File: config.mk
export PLATFORM = sky130hd
export DESIGN_NAME = lpsa_mult_scheduler
export DESIGN_NICKNAME = d
export VERILOG_FILES = /design/src/rtl/lpsa_sched_pkg.sv /design/src/rtl/lpsa_rr_arbiter.sv /design/src/rtl/lpsa_mult_scheduler.sv
export SDC_FILE = /design/constraint.sdc
export NUM_CORES = 1
export LEC_CHECK = 0
export CELL_PAD_IN_SITES_DETAIL_PLACEMENT = 0
export CELL_PAD_IN_SITES_GLOBAL_PLACEMENT = 1
export CORE_ASPECT_RATIO = 0.8
export CORE_MARGIN = 3
export CORE_UTILIZATION = 27
export DETAILED_ROUTE_END_ITERATION = 16
export HOLD_SLACK_MARGIN = 0.1
export PLACE_DENSITY = 0.87
export SYNTH_ARGS = -nofsm -noshare
export SYNTH_HDL_FRONTEND = slang
export SYNTH_SLANG_ARGS = --single-unit
File: constraint.sdc
create_clock -name clk -period 4.1 [get_ports clk]
set_clock_uncertainty 0.05 [all_clocks]
set_input_delay 0.82 -clock clk [delete_from_list [all_inputs] [get_ports clk]]
set_output_delay 0.82 -clock clk [all_outputs]
set_load 0.01 [all_outputs]
File: src/rtl/lpsa_sched_pkg.sv
// Shared types, widths and the accuracy-to-mask helper for the LPSA multiplier scheduler.
package lpsa_sched_pkg;

  localparam int ACC_W  = 3;
  localparam int MASK_W = 7;
  localparam int OP_W   = 8;
  localparam int RES_W  = 16;
  localparam int CNT_W  = 4;

  typedef enum logic [1:0] {
    IDLE = 2'd0,
    WAIT = 2'd1,
    RESP = 2'd2
  } state_e;

  // Column i of the final CMA row keeps its carry when i < acc; acc=7 unmasks every column.
  function automatic logic [MASK_W-1:0] acc_to_maskb(input logic [ACC_W-1:0] acc);
    logic [MASK_W-1:0] m;
    m = '0;
    for (int i = 0; i < MASK_W; i++) begin
      m[i] = (ACC_W'(i) < acc);
    end
    return m;
  endfunction

endpackage

File: src/rtl/lpsa_rr_arbiter.sv
// Combinational round-robin arbiter: lowest requester at or above ptr wins, else lowest overall.
module lpsa_rr_arbiter #(
  parameter int NREQ = 4,
  parameter int IDW  = 2
) (
  input  logic [NREQ-1:0] req,
  input  logic [IDW-1:0]  ptr,
  output logic [NREQ-1:0] gnt_oh,
  output logic [IDW-1:0]  gnt_idx,
  output logic            gnt_any
);

  logic [IDW-1:0] hi_idx;
  logic [IDW-1:0] lo_idx;
  logic           hi_found;
  logic           lo_found;

  // Scanning downward lets the last hit be the lowest index in each region.
  always_comb begin
    hi_idx   = '0;
    lo_idx   = '0;
    hi_found = 1'b0;
    lo_found = 1'b0;
    for (int j = NREQ - 1; j >= 0; j--) begin
      if (req[j]) begin
        lo_idx   = IDW'(j);
        lo_found = 1'b1;
        if (j >= int'(ptr)) begin
          hi_idx   = IDW'(j);
          hi_found = 1'b1;
        end
      end
    end
  end

  always_comb begin
    gnt_any = lo_found;
    gnt_idx = hi_found ? hi_idx : lo_idx;
    gnt_oh  = lo_found ? (NREQ'(1) << gnt_idx) : '0;
  end

endmodule

File: src/rtl/lpsa_mult_scheduler.sv
// Time-shares one LPSA 8x8 approximate multiplier between NREQ round-robin requesters.
// Optional LPSA_SCHED_STATS_EN adds saturating completed/approximate response counters.
module lpsa_mult_scheduler
  import lpsa_sched_pkg::*;
#(
  parameter int NREQ    = 4,
  parameter int IDW     = 2,
  parameter int MUL_LAT = 1
) (
  input  logic                   clk,
  input  logic                   rst,
  input  logic [NREQ-1:0]        req_valid,
  output logic [NREQ-1:0]        req_ready,
  input  logic [OP_W*NREQ-1:0]   req_a,
  input  logic [OP_W*NREQ-1:0]   req_b,
  input  logic [ACC_W*NREQ-1:0]  req_acc,
  output logic [OP_W-1:0]        mul_a,
  output logic [OP_W-1:0]        mul_b,
  output logic [MASK_W-1:0]      mul_maskb,
  input  logic [RES_W-1:0]       mul_result,
  output logic                   rsp_valid,
  input  logic                   rsp_ready,
  output logic [IDW-1:0]         rsp_id,
  output logic [RES_W-1:0]       rsp_result
`ifdef LPSA_SCHED_STATS_EN
  ,
  output logic [15:0]            stat_ops,
  output logic [15:0]            stat_approx
`endif
);

  // Handshakes: a transfer happens on a rising edge where valid and ready are both 1.
  // Requesters hold valid and operands until their ready bit; rsp_* stay stable until rsp_ready.

  state_e               state_q, state_d;
  logic [IDW-1:0]       ptr_q, ptr_d;
  logic [OP_W-1:0]      a_q, a_d;
  logic [OP_W-1:0]      b_q, b_d;
  logic [ACC_W-1:0]     acc_q, acc_d;
  logic [CNT_W-1:0]     cnt_q, cnt_d;
  logic [IDW-1:0]       id_q, id_d;
  logic [RES_W-1:0]     res_q, res_d;

  logic [NREQ-1:0]      gnt_oh;
  logic [IDW-1:0]       gnt_idx;
  logic                 gnt_any;
  logic [OP_W-1:0]      sel_a;
  logic [OP_W-1:0]      sel_b;
  logic [ACC_W-1:0]     sel_acc;

  lpsa_rr_arbiter #(
    .NREQ (NREQ),
    .IDW  (IDW)
  ) u_arb (
    .req     (req_valid),
    .ptr     (ptr_q),
    .gnt_oh  (gnt_oh),
    .gnt_idx (gnt_idx),
    .gnt_any (gnt_any)
  );

  always_comb begin
    sel_a   = '0;
    sel_b   = '0;
    sel_acc = '0;
    for (int j = 0; j < NREQ; j++) begin
      if (gnt_oh[j]) begin
        sel_a   = req_a[j*OP_W +: OP_W];
        sel_b   = req_b[j*OP_W +: OP_W];
        sel_acc = req_acc[j*ACC_W +: ACC_W];
      end
    end
  end

  always_comb begin
    state_d   = state_q;
    ptr_d     = ptr_q;
    a_d       = a_q;
    b_d       = b_q;
    acc_d     = acc_q;
    cnt_d     = cnt_q;
    id_d      = id_q;
    res_d     = res_q;
    req_ready = '0;
    case (state_q)
      IDLE: begin
        if (gnt_any) begin
          // Nothing is offered while reset is held, so ready stays low then too.
          req_ready = gnt_oh & {NREQ{~rst}};
          a_d       = sel_a;
          b_d       = sel_b;
          acc_d     = sel_acc;
          id_d      = gnt_idx;
          ptr_d     = (gnt_idx == IDW'(NREQ - 1)) ? '0 : gnt_idx + IDW'(1);
          cnt_d     = CNT_W'(MUL_LAT);
          state_d   = WAIT;
        end
      end
      WAIT: begin
        cnt_d = cnt_q - CNT_W'(1);
        if (cnt_q == CNT_W'(1)) begin
          res_d   = mul_result;
          state_d = RESP;
        end
      end
      RESP: begin
        if (rsp_ready) begin
          state_d = IDLE;
        end
      end
      default: state_d = IDLE;
    endcase
  end

  always_ff @(posedge clk) begin
    if (rst) begin
      state_q <= IDLE;
      ptr_q   <= '0;
      a_q     <= '0;
      b_q     <= '0;
      acc_q   <= '0;
      cnt_q   <= '0;
      id_q    <= '0;
      res_q   <= '0;
    end else begin
      state_q <= state_d;
      ptr_q   <= ptr_d;
      a_q     <= a_d;
      b_q     <= b_d;
      acc_q   <= acc_d;
      cnt_q   <= cnt_d;
      id_q    <= id_d;
      res_q   <= res_d;
    end
  end

  assign mul_a      = a_q;
  assign mul_b      = b_q;
  assign mul_maskb  = acc_to_maskb(acc_q);
  assign rsp_valid  = (state_q == RESP);
  assign rsp_id     = id_q;
  assign rsp_result = res_q;

`ifdef LPSA_SCHED_STATS_EN
  logic [15:0] ops_q, ops_d;
  logic [15:0] apx_q, apx_d;

  always_comb begin
    ops_d = ops_q;
    apx_d = apx_q;
    if ((state_q == RESP) && rsp_ready) begin
      if (ops_q != 16'hFFFF) ops_d = ops_q + 16'd1;
      if ((acc_q != 3'd7) && (apx_q != 16'hFFFF)) apx_d = apx_q + 16'd1;
    end
  end

  always_ff @(posedge clk) begin
    if (rst) begin
      ops_q <= '0;
      apx_q <= '0;
    end else begin
      ops_q <= ops_d;
      apx_q <= apx_d;
    end
  end

  assign stat_ops    = ops_q;
  assign stat_approx = apx_q;
`endif

endmodule

* Word-level counts from Yosys, hierarchy flattened
Cells that the tools add are included.
** Word-level totals
- Register bits after elaboration :: 45
- Input port bits :: 99
** Cells by class
- Eq/ne operators :: 7
- Bitwise logic cells :: 2
- Mux-type cells :: 43
- Reductions and logical operators :: 6
- Add/subtract/negate cells :: 2
- Shifts and indexed selects :: 1
- Order comparisons :: 10
** Operators by type and width (number)
- 8-bit 2-to-1 mux :: 8
- 2-bit 2-to-1 mux :: 15
- 4-bit 2-to-1 mux :: 4
- 3-bit 2-to-1 mux :: 4
- 1-bit 2-to-1 mux :: 10
- 3-bit < comparator, first input constant :: 3
- 4-bit case mux with 2 select lines :: 1
- 1-bit by 3-bit < comparator with 1-bit output, first input constant :: 2
- 2-bit by 3-bit < comparator with 1-bit output, first input constant :: 2
- 2-bit case mux with 3 select lines :: 1
- 2-bit AND reduction :: 3
- 4-bit bitwise AND :: 1
- 2-bit equality test, second input constant :: 2
- 4-bit by 1-bit equality test with 1-bit output, second input constant :: 1
- 1-bit by 2-bit greater-or-equal comparator with 1-bit output, first input constant :: 2
- 2-bit by 1-bit != test with 1-bit output, second input constant :: 2
- 1-bit by 2-bit << shifter with 4-bit output, first input constant :: 1
- 4-bit by 1-bit subtractor with 4-bit output, second input constant :: 1
- 3-bit AND reduction :: 1
- 2-bit by 1-bit adder with 2-bit output, second input constant :: 1
- 2-bit by 1-bit equality test with 1-bit output, second input constant :: 1
- 2-bit greater-or-equal comparator, first input constant :: 1
- 2-bit logical NOT :: 1
- 2-bit != test, second input constant :: 1
- 2 further kinds :: 2

* Depth between registers and ports, before layout
- Depth after elaboration :: 14
- Depth in mapped cells :: 10
- Mapped depth without buffers :: 9

* Modules after synthesis
From an unflattened synthesis, not the netlist that was laid out.
** Second synthesis, totals
- Cell total of the unflattened synthesis :: 339
- Area, all modules :: 2602.5 sq um
** By module, submodules not included
- lpsa_mult_scheduler :: area an instance 2424.8 sq um, cells each 310, instances 1, sequential area each 900.9 sq um
- lpsa_rr_arbiter :: area an instance 177.7 sq um, cells each 29, instances 1, sequential area each 0.0 sq um

* Least setup slack after synthesis
No wires, ideal clock.
- Path type :: input -> output
- Start point :: input req_valid[2]
- End point :: output req_ready[1]
- Stages on the path :: 7
- Setup slack :: 1.056 ns
- Arrival time :: 2.174 ns
- Cell sequence :: mux2i_1 > nor2_1 > nor3_1 > ha_1 > buf_2 > clkbuf_1 > and3_1
** On the way
- Word-level cells in the longest chain between the ends :: 11
- Elaborated cells on any way between the ends :: 22
** RTL lines
- from (decl) :: RTL line lpsa_mult_scheduler.sv:12 : input logic [NREQ-1:0] req_valid,
- 2-bit 2-to-1 mux / 1-bit 2-to-1 mux (equally long branches) :: RTL line lpsa_rr_arbiter.sv:25 : if (req[j]) begin
- 2-bit 2-to-1 mux / 1-bit 2-to-1 mux (equally long branches) :: RTL line lpsa_rr_arbiter.sv:28 : if (j >= int'(ptr)) begin
- 2-bit 2-to-1 mux / 1-bit 2-to-1 mux (equally long branches) :: RTL line lpsa_rr_arbiter.sv:25
- 2-bit 2-to-1 mux / 1-bit 2-to-1 mux (equally long branches) :: RTL line lpsa_rr_arbiter.sv:28
- 2-bit 2-to-1 mux / 1-bit 2-to-1 mux (equally long branches) :: RTL line lpsa_rr_arbiter.sv:25
- 2-bit 2-to-1 mux (*) :: RTL line lpsa_rr_arbiter.sv:38 : gnt_idx = hi_found ? hi_idx : lo_idx;
- net gnt_idx[0] :: RTL line lpsa_mult_scheduler.sv:45 : logic [IDW-1:0] gnt_idx;
- 1-bit by 2-bit << shifter with 4-bit output (*) :: RTL line lpsa_rr_arbiter.sv:39 : gnt_oh = lo_found ? (NREQ'(1) << gnt_idx) : '0;
- 4-bit 2-to-1 mux (*) :: RTL line lpsa_rr_arbiter.sv:39
- 4-bit bitwise AND (*) :: RTL line lpsa_mult_scheduler.sv:89 : req_ready = gnt_oh & {NREQ{~rst}};
- 4-bit 2-to-1 mux (*) :: RTL line lpsa_mult_scheduler.sv:87 : if (gnt_any) begin
- 4-bit 2-to-1 mux (*) :: RTL line lpsa_mult_scheduler.sv:85 : case (state_q)
- to (decl) :: RTL line lpsa_mult_scheduler.sv:13 : output logic [NREQ-1:0] req_ready,
The timed path passes the listed nets; every way through them passes the cells marked *.

* Final worst setup path
- Start point :: input req_valid[0]
- End point :: output req_ready[2]
** On the way
- Word-level cells in the longest chain between the ends :: 7
- Elaborated cells on any way between the ends :: 10
** RTL lines (RTL line)
- 2-bit 2-to-1 mux / 1-bit 2-to-1 mux (equally long branches) :: lpsa_rr_arbiter.sv:25
- 2-bit 2-to-1 mux (*) :: lpsa_rr_arbiter.sv:38
- net gnt_idx[1] :: lpsa_mult_scheduler.sv:45
- 1-bit by 2-bit << shifter with 4-bit output (*) :: lpsa_rr_arbiter.sv:39
- 4-bit 2-to-1 mux (*) :: lpsa_rr_arbiter.sv:39
- 4-bit bitwise AND (*) :: lpsa_mult_scheduler.sv:89
- 4-bit 2-to-1 mux (*) :: lpsa_mult_scheduler.sv:87
- 4-bit 2-to-1 mux (*) :: lpsa_mult_scheduler.sv:85
Marks and branches as above.

==> flow_metrics.tcl <==
set metrics [dict create \
    drt-total-wl_mm 8.188 \
    via_per_inst 4.907 \
    cts_tree "done" \
    drcViolationCount 0 \
    die_y_um 88.59 \
    run_status "finished, final reports clean" \
    fill_cells 784 \
    fmax_mhz 254.7 \
    cts_setup_buffers 0 \
    clk_latency_ns 0.30 \
    antenna_cells 0 \
    routedWlPerCell_um 15.57 \
    final.setup.tns_ns 0 \
    criticalPathCategory "in2out" \
    critPathMaxStageDelay_ns 0.57 \
    ios 145 \
    ir_drop_mv 0.1849 \
    cts.sinks 45 \
    cp.arrival_ns 3.06 \
    syn_inst 278 \
    cts_resized 0 \
    firstDrtPassIters 4 \
    num_rows 29 \
    cp_slowest_cell "clkdlybuf4s50_1" \
    power_mw 1.492 \
    worstPathMaxFanout 5 \
    ys_types 38 \
    overflow 0 \
    synth_fp_nets 383 \
    multi_input_area_um2 1266 \
    synth_edf_count 0 \
    nets 522 \
    seq_area_frac_synth_pct 39.13 \
    grt_setup_unrepaired "false" \
    grt_pass1_vias 2587 \
    grt_use_total_pct 16.39 \
    areaGrowthSynthToFinish_pct 71.25 \
    slew_headroom_pct 31.37 \
    holdBufCountCts 0 \
    start_kind "input pin" \
    ys.flop_type "dfxtp_1" \
    syn_area_um2 2302 \
    post-dp-hpwl_mm 6.184 \
    seq_area_um2 900.9 \
    min_period_over_period_pct 95.78 \
    die_area_um2 9678 \
    crit_chain "clkdlybuf4s50_1 -> a21oi_1 -> o21a_1 -> o22ai_1 -> inv_1 -> ha_1 -> and3_1 -> clkdlybuf4s50_1" \
    hold_class "reg2reg" \
    drt_iter0_markers 98 \
    power_leakage_nw 1.544 \
    yosysWarningCount 0 \
    numPortBuffers 144 \
    powerDensity_nw_per_um2 378.5 \
    ys_async_sr_fraction_pct 0 \
    gp_congestion 0.7189 \
    cts-root-buf "clkbuf_8" \
    path_common_cell "clkdlybuf4s50_1" \
    end_kind "primary output" \
    die_w_um 109.2 \
    clockBufferDepth 2 \
    final_max_slew_viol_count 0 \
    initial_core_util_pct 28.45 \
    min_period_ns 3.927 \
    hold_viol_final 0 \
    vias 2581 \
    clk_pin_slew_ns 0.09 \
    cp.required_ns 3.23 \
    cp_num_buf_inv 3 \
    critical_path.top_delay_family "buffers and inverters" \
    htree_levels 2 \
    cts-buffers-inserted 5 \
    core_area_um2 8092 \
    ant_nets 0 \
    ys_seq_elements 45 \
    grt_pass1_wl_mm 12.72 \
    max_cap_viol_count 0 \
    antenna_found_initial 0 \
    grt_max_degree 35 \
    drive_gt1_share_pct 5.981 \
    syn_area_per_cell_um2 8.281 \
    tightest_slew_ns 1.027 \
    finalSetupViolCount 0 \
]
## area by class of cell
| type | count | area share, % |
|---|---|---|
| clock buffers | 6 | 1.841 |
| clock inverters | 2 | 0.2539 |
| inverters | 7 | 0.6665 |
| multi-input cells | 202 | 32.12 |
| flip-flops and latches | 45 | 22.85 |
| well taps | 108 | 3.427 |
| repair buffers | 156 | 38.84 |
## power breakdown
group / leakage, nW / switching (mW) / internal (mW) / total, mW
registers: 0.369 / 0.0472 / 0.503 / 0.550
logic: 1.13 / 0.310 / 0.362 / 0.672
clock network: 0.0450 / 0.151 / 0.118 / 0.270
## worst paths after layout
kind                         start               endpoint  slack (ns)  cells past startpoint
max                   req_valid[0]           req_ready[2]        0.17                      8
min          mul_b[0]$_SDFFE_PP0P_  mul_b[0]$_SDFFE_PP0P_        0.42                      2
max reg2reg  ptr_q[1]$_SDFFE_PP0P_  mul_a[0]$_SDFFE_PP0P_        1.54                      9
min reg2reg  mul_b[0]$_SDFFE_PP0P_  mul_b[0]$_SDFFE_PP0P_        0.42                      2
## placed cells by master, fill, tap and decap left out, drive strengths merged, types with 5 or more instances in the layout
cell type,Yosys,final
a21oi,7,7
a221oi,5,5
buf,12,12
clkbuf,12,6
clkdlybuf4s50,0,144
dfxtp,45,45
ha,6,6
inv,6,6
mux2i,17,17
nand2,52,52
nor2,27,27
o211ai,14,14
o221ai,14,14
o22ai,21,21
## sequential cells by signal, indices dropped and copies added (netlist names)
| name | cells |
|---|---|
| acc_q | 3 |
| cnt_q | 4 |
| mul_a | 8 |
| mul_b | 8 |
| ptr_q | 2 |
| rsp_id | 2 |
| rsp_result | 16 |
| state_q | 2 |
## logic make-up (layout without fill, tap and decap cells)
group                      after synthesis  in the layout  synth area share, %
AOI/OAI and AO/OA                       74             74                23.64
xor gates and xnor gates                 1              1               0.3805
adders and majority gates                6              6                3.261
buffers and inverters                   31            171                6.087
DFF                                     45             45                39.13
muxes                                   17             17                7.391
and+or+nand+nor                        104            104                20.11
## tightest hold or removal path: cells and delay by family (launching register included)
| kind | cells | cell delay, ns |
|---|---|---|
| and+or+nand+nor | 1 | 0.05 |
| AOI/OAI and AO/OA | 1 | 0.06 |
| DFF | 1 | 0.32 |
## synthesized netlist by cell type (4+ instances only)
| master | count | area [um2] |
|---|---|---|
| a21oi_1 | 7 | 35.03 |
| inv_1 | 6 | 22.52 |
| nor2_1 | 27 | 101.4 |
| o32ai_1 | 4 | 35.03 |
| clkbuf_1 | 12 | 45.04 |
| a221oi_1 | 5 | 43.79 |
| ha_1 | 6 | 75.07 |
| o22ai_1 | 21 | 131.4 |
| buf_2 | 10 | 50.05 |
| and3_1 | 4 | 25.02 |
| nand2_1 | 52 | 195.2 |
| mux2i_1 | 17 | 170.2 |
| o221ai_1 | 14 | 122.6 |
| nor3_1 | 4 | 20.02 |
| nand2b_1 | 4 | 25.02 |
| dfxtp_1 | 45 | 900.9 |
| o211ai_1 | 14 | 105.1 |
## layer usage
layer | GRT usage, % | up-vias | share of wire [%]
met5 | 0 | - | 0
met4 | 3.624 | 0 | 0.73
met3 | 5.689 | 8 | 9.7
met2 | 27.93 | 105 | 47
met1 | 20.13 | 1181 | 43
li1 | - | 1287 | -
## through the flow
| step | worst slack [ns] | std cells | hold slack, ns | cell area, um2 | util, % |
|---|---|---|---|---|---|
| 3_3_place_gp | 0.2790 | 518 | 0.4054 | 3860 | 47.70 |
| 2_1_floorplan | 1.056 | 278 | 0.3903 | 2302 | - |
| 3_5_place_dp | 0.2043 | 518 | 0.4082 | 3860 | 47.70 |
| 4_1_cts | 0.1798 | 526 | 0.4218 | 3943 | 48.72 |
| 5_1_grt | 0.06079 | 526 | 0.4470 | 3943 | 48.72 |
| 6_report | 0.1731 | 526 | 0.4210 | 3943 | 48.72 |
Power figures use the tool's default switching activity.
